==> config.mk <==
export PLATFORM = sky130hd
export DESIGN_NAME = sccb_responder
export DESIGN_NICKNAME = d
export VERILOG_FILES = /design/src/rtl/sccb_pkg.sv /design/src/rtl/sccb_edge_sync.sv /design/src/rtl/sccb_responder.sv
export SDC_FILE = /design/constraint.sdc
export NUM_CORES = 2
export LEC_CHECK = 0
export CAP_MARGIN = 40
export CORE_AREA = 2 2 471 473
export CTS_CLUSTER_SIZE = 12
export DETAILED_ROUTE_END_ITERATION = 7
export DIE_AREA = 0 0 473 475
export PLACE_DENSITY_LB_ADDON = 0.15
export SLEW_MARGIN = 20
export SYNTH_ARGS = -nofsm -noshare
export SYNTH_HDL_FRONTEND = slang
export SYNTH_SLANG_ARGS = --single-unit
==> constraint.sdc <==
create_clock -name clk -period 5.75 [get_ports clk]
set_input_delay 1.4375 -clock clk [delete_from_list [all_inputs] [get_ports clk]]
set_output_delay 1.4375 -clock clk [all_outputs]
set_load 0.005 [all_outputs]
==> src/rtl/sccb_pkg.sv <==
// sccb_pkg: shared SCCB state encoding and bus constants
package sccb_pkg;
    typedef enum logic [3:0] {
        IDLE, ID_RX, ID_ACK, ADDR_RX, ADDR_ACK, DATA_RX, DATA_ACK, RD_TX, RD_ACKCHK, IGNORE
    } state_t;
    localparam logic [7:0] SCCB_ID_OV7670 = 8'h42;
    localparam int         SCCB_BYTE_BITS = 8;
endpackage

==> src/rtl/sccb_edge_sync.sv <==
// sccb_edge_sync: synchronise sioc/siod and detect clock edges plus START/STOP
module sccb_edge_sync (
    input  logic clk,
    input  logic clr_n,
    input  logic sioc_in,
    input  logic siod_in,
    output logic siod,
    output logic sioc_rise,
    output logic sioc_fall,
    output logic start,
    output logic stop
);
    // [0],[1] synchroniser, [2] history; idle bus level is high
    logic [2:0] c, d;
    always_ff @(posedge clk)
        if (!clr_n) begin
            c <= '1;
            d <= '1;
        end else begin
            c <= {c[1:0], sioc_in};
            d <= {d[1:0], siod_in};
        end
    assign siod      = d[1];
    assign sioc_rise = c[1] & ~c[2];
    assign sioc_fall = ~c[1] & c[2];
    assign start     = c[1] & c[2] & d[2] & ~d[1];
    assign stop      = c[1] & c[2] & ~d[2] & d[1];
endmodule

==> src/rtl/sccb_responder.sv <==
// sccb_responder: SCCB target with 256x8 shadow registers and open-drain ACK/read drive
module sccb_responder
    import sccb_pkg::*;
#(
    parameter logic [7:0] DEVICE_ID = SCCB_ID_OV7670,
    parameter bit         ACK_EN    = 1'b1
) (
    input  logic       clk,
    input  logic       clr_n,
    input  logic       sioc_in,
    input  logic       siod_in,
    output logic       siod_oe,
    output logic       wr_valid,
    output logic [7:0] wr_addr,
    output logic [7:0] wr_data,
    output logic       busy,
    input  logic [7:0] dbg_addr,
    output logic [7:0] dbg_data
);
    localparam logic [3:0] LAST  = 4'(SCCB_BYTE_BITS - 1);
    localparam logic [3:0] NINTH = 4'(SCCB_BYTE_BITS);
    localparam logic [3:0] ACKD  = 4'(SCCB_BYTE_BITS + 1);
    logic siod, rise, fall, start_raw, stop_raw, start, stop, last, mem_we, rd_go;
    state_t state;
    logic [3:0] bit_cnt;
    logic [6:0] sh;
    logic [7:0] rd_sh, ptr, din;
    logic [7:0] mem [256];
    sccb_edge_sync u_sync (
        .clk(clk), .clr_n(clr_n), .sioc_in(sioc_in), .siod_in(siod_in), .siod(siod),
        .sioc_rise(rise), .sioc_fall(fall), .start(start_raw), .stop(stop_raw)
    );
    // our own pull-down would otherwise look like bus conditions
    assign start    = start_raw & ~siod_oe;
    assign stop     = stop_raw & ~siod_oe;
    assign din      = {sh, siod};
    assign last     = bit_cnt == LAST;
    assign rd_go    = (state == ID_ACK) & sh[0];
    assign mem_we   = clr_n & ~start & ~stop & rise & (state == DATA_RX) & last;
    assign dbg_data = mem[dbg_addr];
    always_ff @(posedge clk)
        if (mem_we) mem[ptr] <= din;
    always_ff @(posedge clk)
        if (!clr_n) begin
            state    <= IDLE;
            siod_oe  <= 1'b0;
            wr_valid <= 1'b0;
            busy     <= 1'b0;
            ptr      <= '0;
            bit_cnt  <= '0;
        end else begin
            wr_valid <= 1'b0;
            if (stop) begin
                state   <= IDLE;
                siod_oe <= 1'b0;
                busy    <= 1'b0;
                bit_cnt <= '0;
            end else if (start) begin
                state   <= ID_RX;
                siod_oe <= 1'b0;
                busy    <= 1'b1;
                bit_cnt <= '0;
            end else if (rise) begin
                case (state)
                    ID_RX: begin
                        sh      <= din[6:0];
                        bit_cnt <= bit_cnt + 4'd1;
                        if (last) state <= din[7:1] == DEVICE_ID[7:1] ? ID_ACK : IGNORE;
                    end
                    ADDR_RX: begin
                        sh      <= din[6:0];
                        bit_cnt <= bit_cnt + 4'd1;
                        if (last) begin
                            ptr   <= din;
                            state <= ADDR_ACK;
                        end
                    end
                    DATA_RX: begin
                        sh      <= din[6:0];
                        bit_cnt <= bit_cnt + 4'd1;
                        if (last) begin
                            wr_valid <= 1'b1;
                            wr_addr  <= ptr;
                            wr_data  <= din;
                            ptr      <= ptr + 8'd1;
                            state    <= DATA_ACK;
                        end
                    end
                    ID_ACK, ADDR_ACK, DATA_ACK, RD_TX: bit_cnt <= bit_cnt + 4'd1;
                    RD_ACKCHK:
                        if (siod) state <= IGNORE;
                        else begin
                            ptr     <= ptr + 8'd1;
                            bit_cnt <= bit_cnt + 4'd1;
                        end
                    default: ;
                endcase
            end else if (fall) begin
                case (state)
                    ID_ACK, ADDR_ACK, DATA_ACK:
                        if (bit_cnt == NINTH) siod_oe <= ACK_EN;
                        else begin
                            bit_cnt <= '0;
                            rd_sh   <= mem[ptr];
                            siod_oe <= rd_go ? ~mem[ptr][7] : 1'b0;
                            state   <= state == ID_ACK ? (sh[0] ? RD_TX : ADDR_RX) : DATA_RX;
                        end
                    RD_TX:
                        if (bit_cnt == NINTH) begin
                            siod_oe <= 1'b0;
                            state   <= RD_ACKCHK;
                        end else begin
                            rd_sh   <= rd_sh << 1;
                            siod_oe <= ~rd_sh[6];
                        end
                    RD_ACKCHK:
                        if (bit_cnt == ACKD) begin
                            bit_cnt <= '0;
                            rd_sh   <= mem[ptr];
                            siod_oe <= ~mem[ptr][7];
                            state   <= RD_TX;
                        end
                    IGNORE: siod_oe <= 1'b0;
                    default: ;
                endcase
            end
        end
endmodule

**Word-level counts from Yosys, hierarchy flattened**

Memories as Yosys holds them, arrays and structs flattened. A register that Yosys moved wholly into a read port is not among the register bits.
Index checks and enable logic that the tools add are counted.

- Bitwise logic cells: 27
- Reductions and logical operators: 22
- $add $sub $neg: 2
- Equal/unequal tests: 37
- Multiplexer cells: 40

Operators by type and width:

| kind | count |
|---|---|
| 4-bit two-way mux | 15 |
| 8-bit two-way mux | 5 |
| 4-bit != test, second input constant | 6 |
| 8-bit one-hot mux with 3 select lines | 1 |
| 7-bit two-way mux | 3 |
| 3-bit != test, second input constant | 7 |
| 7-bit one-hot mux with 3 select lines | 1 |
| 4-bit by 3-bit equality test with 1-bit output, second input constant | 5 |
| 10-bit AND reduction | 2 |
| 4-bit equality test, second input constant | 4 |
| 4-bit one-hot mux with 2 select lines | 2 |
| 4-bit one-hot mux with 4 select lines | 1 |
| 1-bit AND | 15 |
| 2-bit != test, second input constant | 6 |
| 1-bit NOT | 12 |
| 4-bit one-hot mux with 3 select lines | 1 |
| 6-bit AND reduction | 2 |
| 3-bit nonzero test | 4 |
| 9-bit AND reduction | 1 |
| 3-bit OR reduction | 3 |
| 8-bit by 1-bit adder with 8-bit output, second input constant | 1 |
| 4-bit by 2-bit equality test with 1-bit output, second input constant | 2 |
| 1-bit two-way mux | 8 |
| 4-bit nonzero test | 2 |
| other kinds (17) | 19 |

- Flip-flop bits (word level): 55
- Word-level logic and storage cells: 142
- Bits in writable memories: 2048
- Bits of input ports: 12
- Memories kept: 1

Memory list:

| name | words | bits a word | rd ports | clocked after memory_dff | wr ports | line | source |
|---|---|---|---|---|---|---|---|
| mem | 256 | 8 | 2 | 1 | 1 | sccb_responder.sv:28 | `logic [7:0] mem [256];` |

**Logic depth before layout (Yosys ltp)**

- Word-level depth: 12
- Depth in mapped cells: 12
- Mapped depth without buffers: 9

**By module**

A second synthesis with hierarchy kept.

- Cells, all modules: 4671
- Area total of the unflattened synthesis: 97288.3 um^2

By module, submodules not included:

| module | area an instance (um^2) | sequential area each (um^2) | cells an instance | times used |
|---|---|---|---|---|
| sccb_responder | 97098.1 | 62940.4 | 4655 | 1 |
| sccb_edge_sync | 190.2 | 120.1 | 16 | 1 |

**Worst setup path before layout**

No wires, ideal clock.

- Path kind: reg-to-reg
- From: register u_sync.d[1]
- To: memory mem[100][0] (enable)
- Period minus slack after synthesis: 6.019 ns
- Arrival time: 5.648 ns
- Setup slack: -0.269 ns
- Cell stages (with the launch flop): 10
- Library setup time: 0.371 ns
- Cells stage by stage: dfxtp_1 clkbuf_1 xor2_1 nand2_1 nand2_1 nor3_2 buf_2 buf_2 nand3_1 nor2_1

- Word-level cells in the longest chain between the ends: 11

Ends and longest elaborated chain:

| what | line | source |
|---|---|---|
| start, declared | sccb_edge_sync.sv:14 | `logic [2:0] c, d;` |
| start signal, assigned | sccb_edge_sync.sv:21 | `d <= {d[1:0], siod_in};` |
| 1-bit NOT | sccb_edge_sync.sv:26 | `assign start = c[1] & c[2] & d[2] & ~d[1];` |
| 1-bit AND | sccb_edge_sync.sv:26 |  |
| 1-bit AND | sccb_responder.sv:34 | `assign start = start_raw & ~siod_oe;` |
| 1-bit NOT (no line) | n/a |  |
| 1-bit AND | sccb_responder.sv:39 | `assign mem_we = clr_n & ~start & ~stop & rise & (state == DATA_RX) & last;` |
| 1-bit AND * (4 in a row) | sccb_responder.sv:39 |  |
| 1-bit two-way mux * | sccb_responder.sv:42 | `if (mem_we) mem[ptr] <= din;` |
| 1-bit two-way mux (not written as such) * | sccb_responder.sv:42 |  |
| end, declared | sccb_responder.sv:28 |  |

Mark *: on every way between the ends. The rest lies on a longest branch, timed or not.

**Worst setup path after layout**

- From: input dbg_addr[0]
- To: output dbg_data[0]

- Word-level cells in the longest chain between the ends: 1

Ends and longest elaborated chain:

| what | line | source |
|---|---|---|
| start, declared | sccb_responder.sv:17 | `input logic [7:0] dbg_addr,` |
| memory read 256 x 8 bit | n/a |  |
| end, declared | sccb_responder.sv:18 | `output logic [7:0] dbg_data` |

Every way passes these cells.

==> reports/results.ini <==
[finish]
multi_input_area_um2 = 33700
final.fill_count = 17200
fin_nets = 5477
final_cell_mix = edfxtp_1 (2078), mux4_2 (1151), buf_4 (520)
drive_above_1_share_pct = 40.1
fin_util_pct = 52.5
final_common_cell = edfxtp_1
regArea_um2 = 63100
area_growth_syn_to_layout_pct = 16.9

[yosys]
syn_area_um2 = 98300
syn_avg_cell_area_um2 = 20.1
ys_seq_area_share_pct = 64.1
synthCells = 4886
synth_edf_count = 2078
mappedNetlistNets = 4908
synth_cell_types = 66
ys_ff_latch = 2111
async_flop_share_pct = 0
ys_warn_count = 0
ys.flop_type = edfxtp_1

[power_and_ir_drop]
p_comb_share_pct = 4.8
p_leak_nw = 35.5
power.internal_w = 0.0252
ir_drop_v = 0.000259
power_frac_seq_pct = 52.0
power_w = 0.0321
clkPwrFrac_pct = 43.2
p_sw_share_pct = 21.4
p_switching_w = 0.00687
power_density_nw_per_um2 = 279

[clock_network]
cts_tree = built
clock-root-buffer = clkbuf_16
clk_latency_ns = 0.90
clk_pin_slew_ns = 0.06
clock_sinks = 2111
clock_path_buffers = 3
h-tree-depth = 4
numCtsBuffers = 224

[sta]
timing.hold.ws_ns = 0.409
fin_tns_setup_ns = -0.226
min_period_over_period_pct = 101
finClkSkew_ns = 0.0442
slew_violations = 0
fin_crit_ns = 5.81
maxSlewHeadroom_pct = 20.0
fin_ws_ns = -0.0565
clock.fmax_mhz = 172
finalSetupViolCount = 5
hold_viol_final = 0
worstMarginPinSlew_ns = 1.20
rsz0062_at_grt = yes

[critical_path]
critPathRequiredTime_ns = 4.31
critPathKind = primary input to output port
critPathArrivalTime_ns = 4.37
endpoint_kind = output port
crit_path_start_kind = primary input
worstPathMaxFanout = 8

[routing]
drc = 0
wl_per_cell_um = 37.8
drt_pass1_iterations = 6
drt_iter0_markers = 7824
dr_total_vias = 57000
wirelength_um = 322000
ant_nets = 0
viasPerCell = 6.70

[hold_path]
hp-class = flop to flop

[floorplanning]
die_x_um = 473
core_area_um2 = 219000
pin_count = 39
num_rows = 172
die_h_um = 475
die-area_um2 = 225000
initial_core_util_pct = 44.9

[grt]
grt.total_usage_pct = 28.7
antenna_found_initial = 9
grt.overflow.total = 0
grt_max_degree = 222
grt_pass1_vias = 56700
grt_pass1_wl_um = 448000

[job]
cap_viol_max_count = 0

[placement]
pre_cts_ws_ns = -0.870
place.gp.congestion = 0.924
numPortBuffers = 38
hpwlAfterDp_um = 218000

[status]
run_status = finished, violations left
violations = negative setup slack

stage by stage:
stage	area (µm²)	instances
after CTS	114000	8457
after global placement	105000	7873
after detailed placement	106000	7999
after global routing	115000	8509
after floorplan	98300	4886
final	115000	8512
flip-flops by register name, summed over array words and instances, names as in the netlist, named ones only:
signal	cells
u_sync.c	3
rd_sh	7
busy	1
wr_data	8
sh	7
bit_cnt	4
u_sync.d	3
mem	2048
siod_oe	1
wr_valid	1
wr_addr	8
ptr	8
state	4
metal layers:
metal	track usage, %	up-vias	wire [µm]
met5	0	-	23
met4	11.7	4	14900
met3	5.68	589	30500
met2	44.8	3204	151000
met1	39.8	30800	125000
li1	-	22400	-
area by class of cell:
cell class | count | area share, %
sequential | 2111 | 54.9
antenna | 4 | 0.00871
multi-input combinational | 2375 | 29.3
tap | 2871 | 3.13
clock inverter | 115 | 0.766
clock buffer | 293 | 5.24
timing repair buffer | 729 | 6.63
inverter | 14 | 0.0457
path summary, 6_finish.rpt:
check / to / start / slack (ns) / cells past startpoint
worst max-delay path: dbg_data[0] / dbg_addr[0] / -0.06 / 13
worst min-delay path: u_sync.c[1]$_SDFF_PN1_ / u_sync.c[0]$_SDFF_PN1_ / 0.41 / 1
worst max register to register: mem[243][3]$_DFFE_PP_ / state[2]$_SDFFE_PP0P_ / 1.47 / 7
worst min register to register: u_sync.c[1]$_SDFF_PN1_ / u_sync.c[0]$_SDFF_PN1_ / 0.41 / 1
critical path, stage by stage:
cell and delay (ns):
buf_16 0.14, buf_12 0.18, buf_12 0.14, buf_4 0.11
mux4_2 0.52, mux4_2 0.54, a22oi_2 0.16, buf_6 0.16
nand2_1 0.07, a22oi_2 0.39, buf_4 0.22, nand3_4 0.10
buf_2 0.15
Yosys cell counts (all sizes together) (4+ instances only):
cell | n | area share (%)
edfxtp | 2078 | 63
mux4 | 1151 | 26
nor2 | 326 | 1.2
buf | 215 | 1.3
clkbuf | 171 | 0.65
nand2 | 131 | 0.50
mux2i | 120 | 1.2
o21ai | 104 | 0.53
a22oi | 103 | 0.79
a21oi | 67 | 0.34
nand3 | 56 | 0.28
dfxtp | 33 | 0.67
mux2 | 29 | 0.33
nor2b | 22 | 0.14
a211oi | 21 | 0.16
a22o | 17 | 0.15
nand2b | 15 | 0.095
nand4 | 15 | 0.095
inv | 14 | 0.053
nor3 | 14 | 0.076
nor4 | 13 | 0.083
o221ai | 13 | 0.12
a221oi | 12 | 0.11
a31oi | 12 | 0.076
o211ai | 12 | 0.092
o22a | 11 | 0.098
ha | 10 | 0.13
and2 | 9 | 0.057
a221o | 7 | 0.071
o2111ai | 7 | 0.062
a211o | 5 | 0.045
nand3b | 5 | 0.038
nor3b | 5 | 0.038
o22ai | 5 | 0.032
or2 | 5 | 0.032
a2111oi | 4 | 0.036
a21o | 4 | 0.031
and3 | 4 | 0.025
o41ai | 4 | 0.036
cells by family after synthesis:
family	synth area share, %
fa+ha+maj	0.127
compound gates	3.01
xor+xnor	0.0178
buf+inv	2.03
flops	64.1
simple gates	2.78
mux	27.9
power by group through the flow:
stage | Clock (W) | Combinational, W | Sequential (W)
6_report | 0.0139 | 0.00155 | 0.0167
5_1_grt | 0.0146 | 0.00160 | 0.0167
4_1_cts | 0.0140 | 0.00152 | 0.0167
3_5_place_dp | 0 | 0.00141 | 0.0170
3_3_place_gp | 0 | 0.00141 | 0.0170
2_1_floorplan | 0 | 0.000773 | 0.0170
repair_timing:
action / 4_1_cts / 5_1_grt
buffers inserted: 42 / 22
hold endpoints to repair: 0 / 0
resized for setup: 126 / 26
pin swaps: 27 / 18
endpoints found under the setup margin: 8 / 7
gates cloned: 10 / 2
hold buffers: 0 / 0
Power figures use the tool's default switching activity.
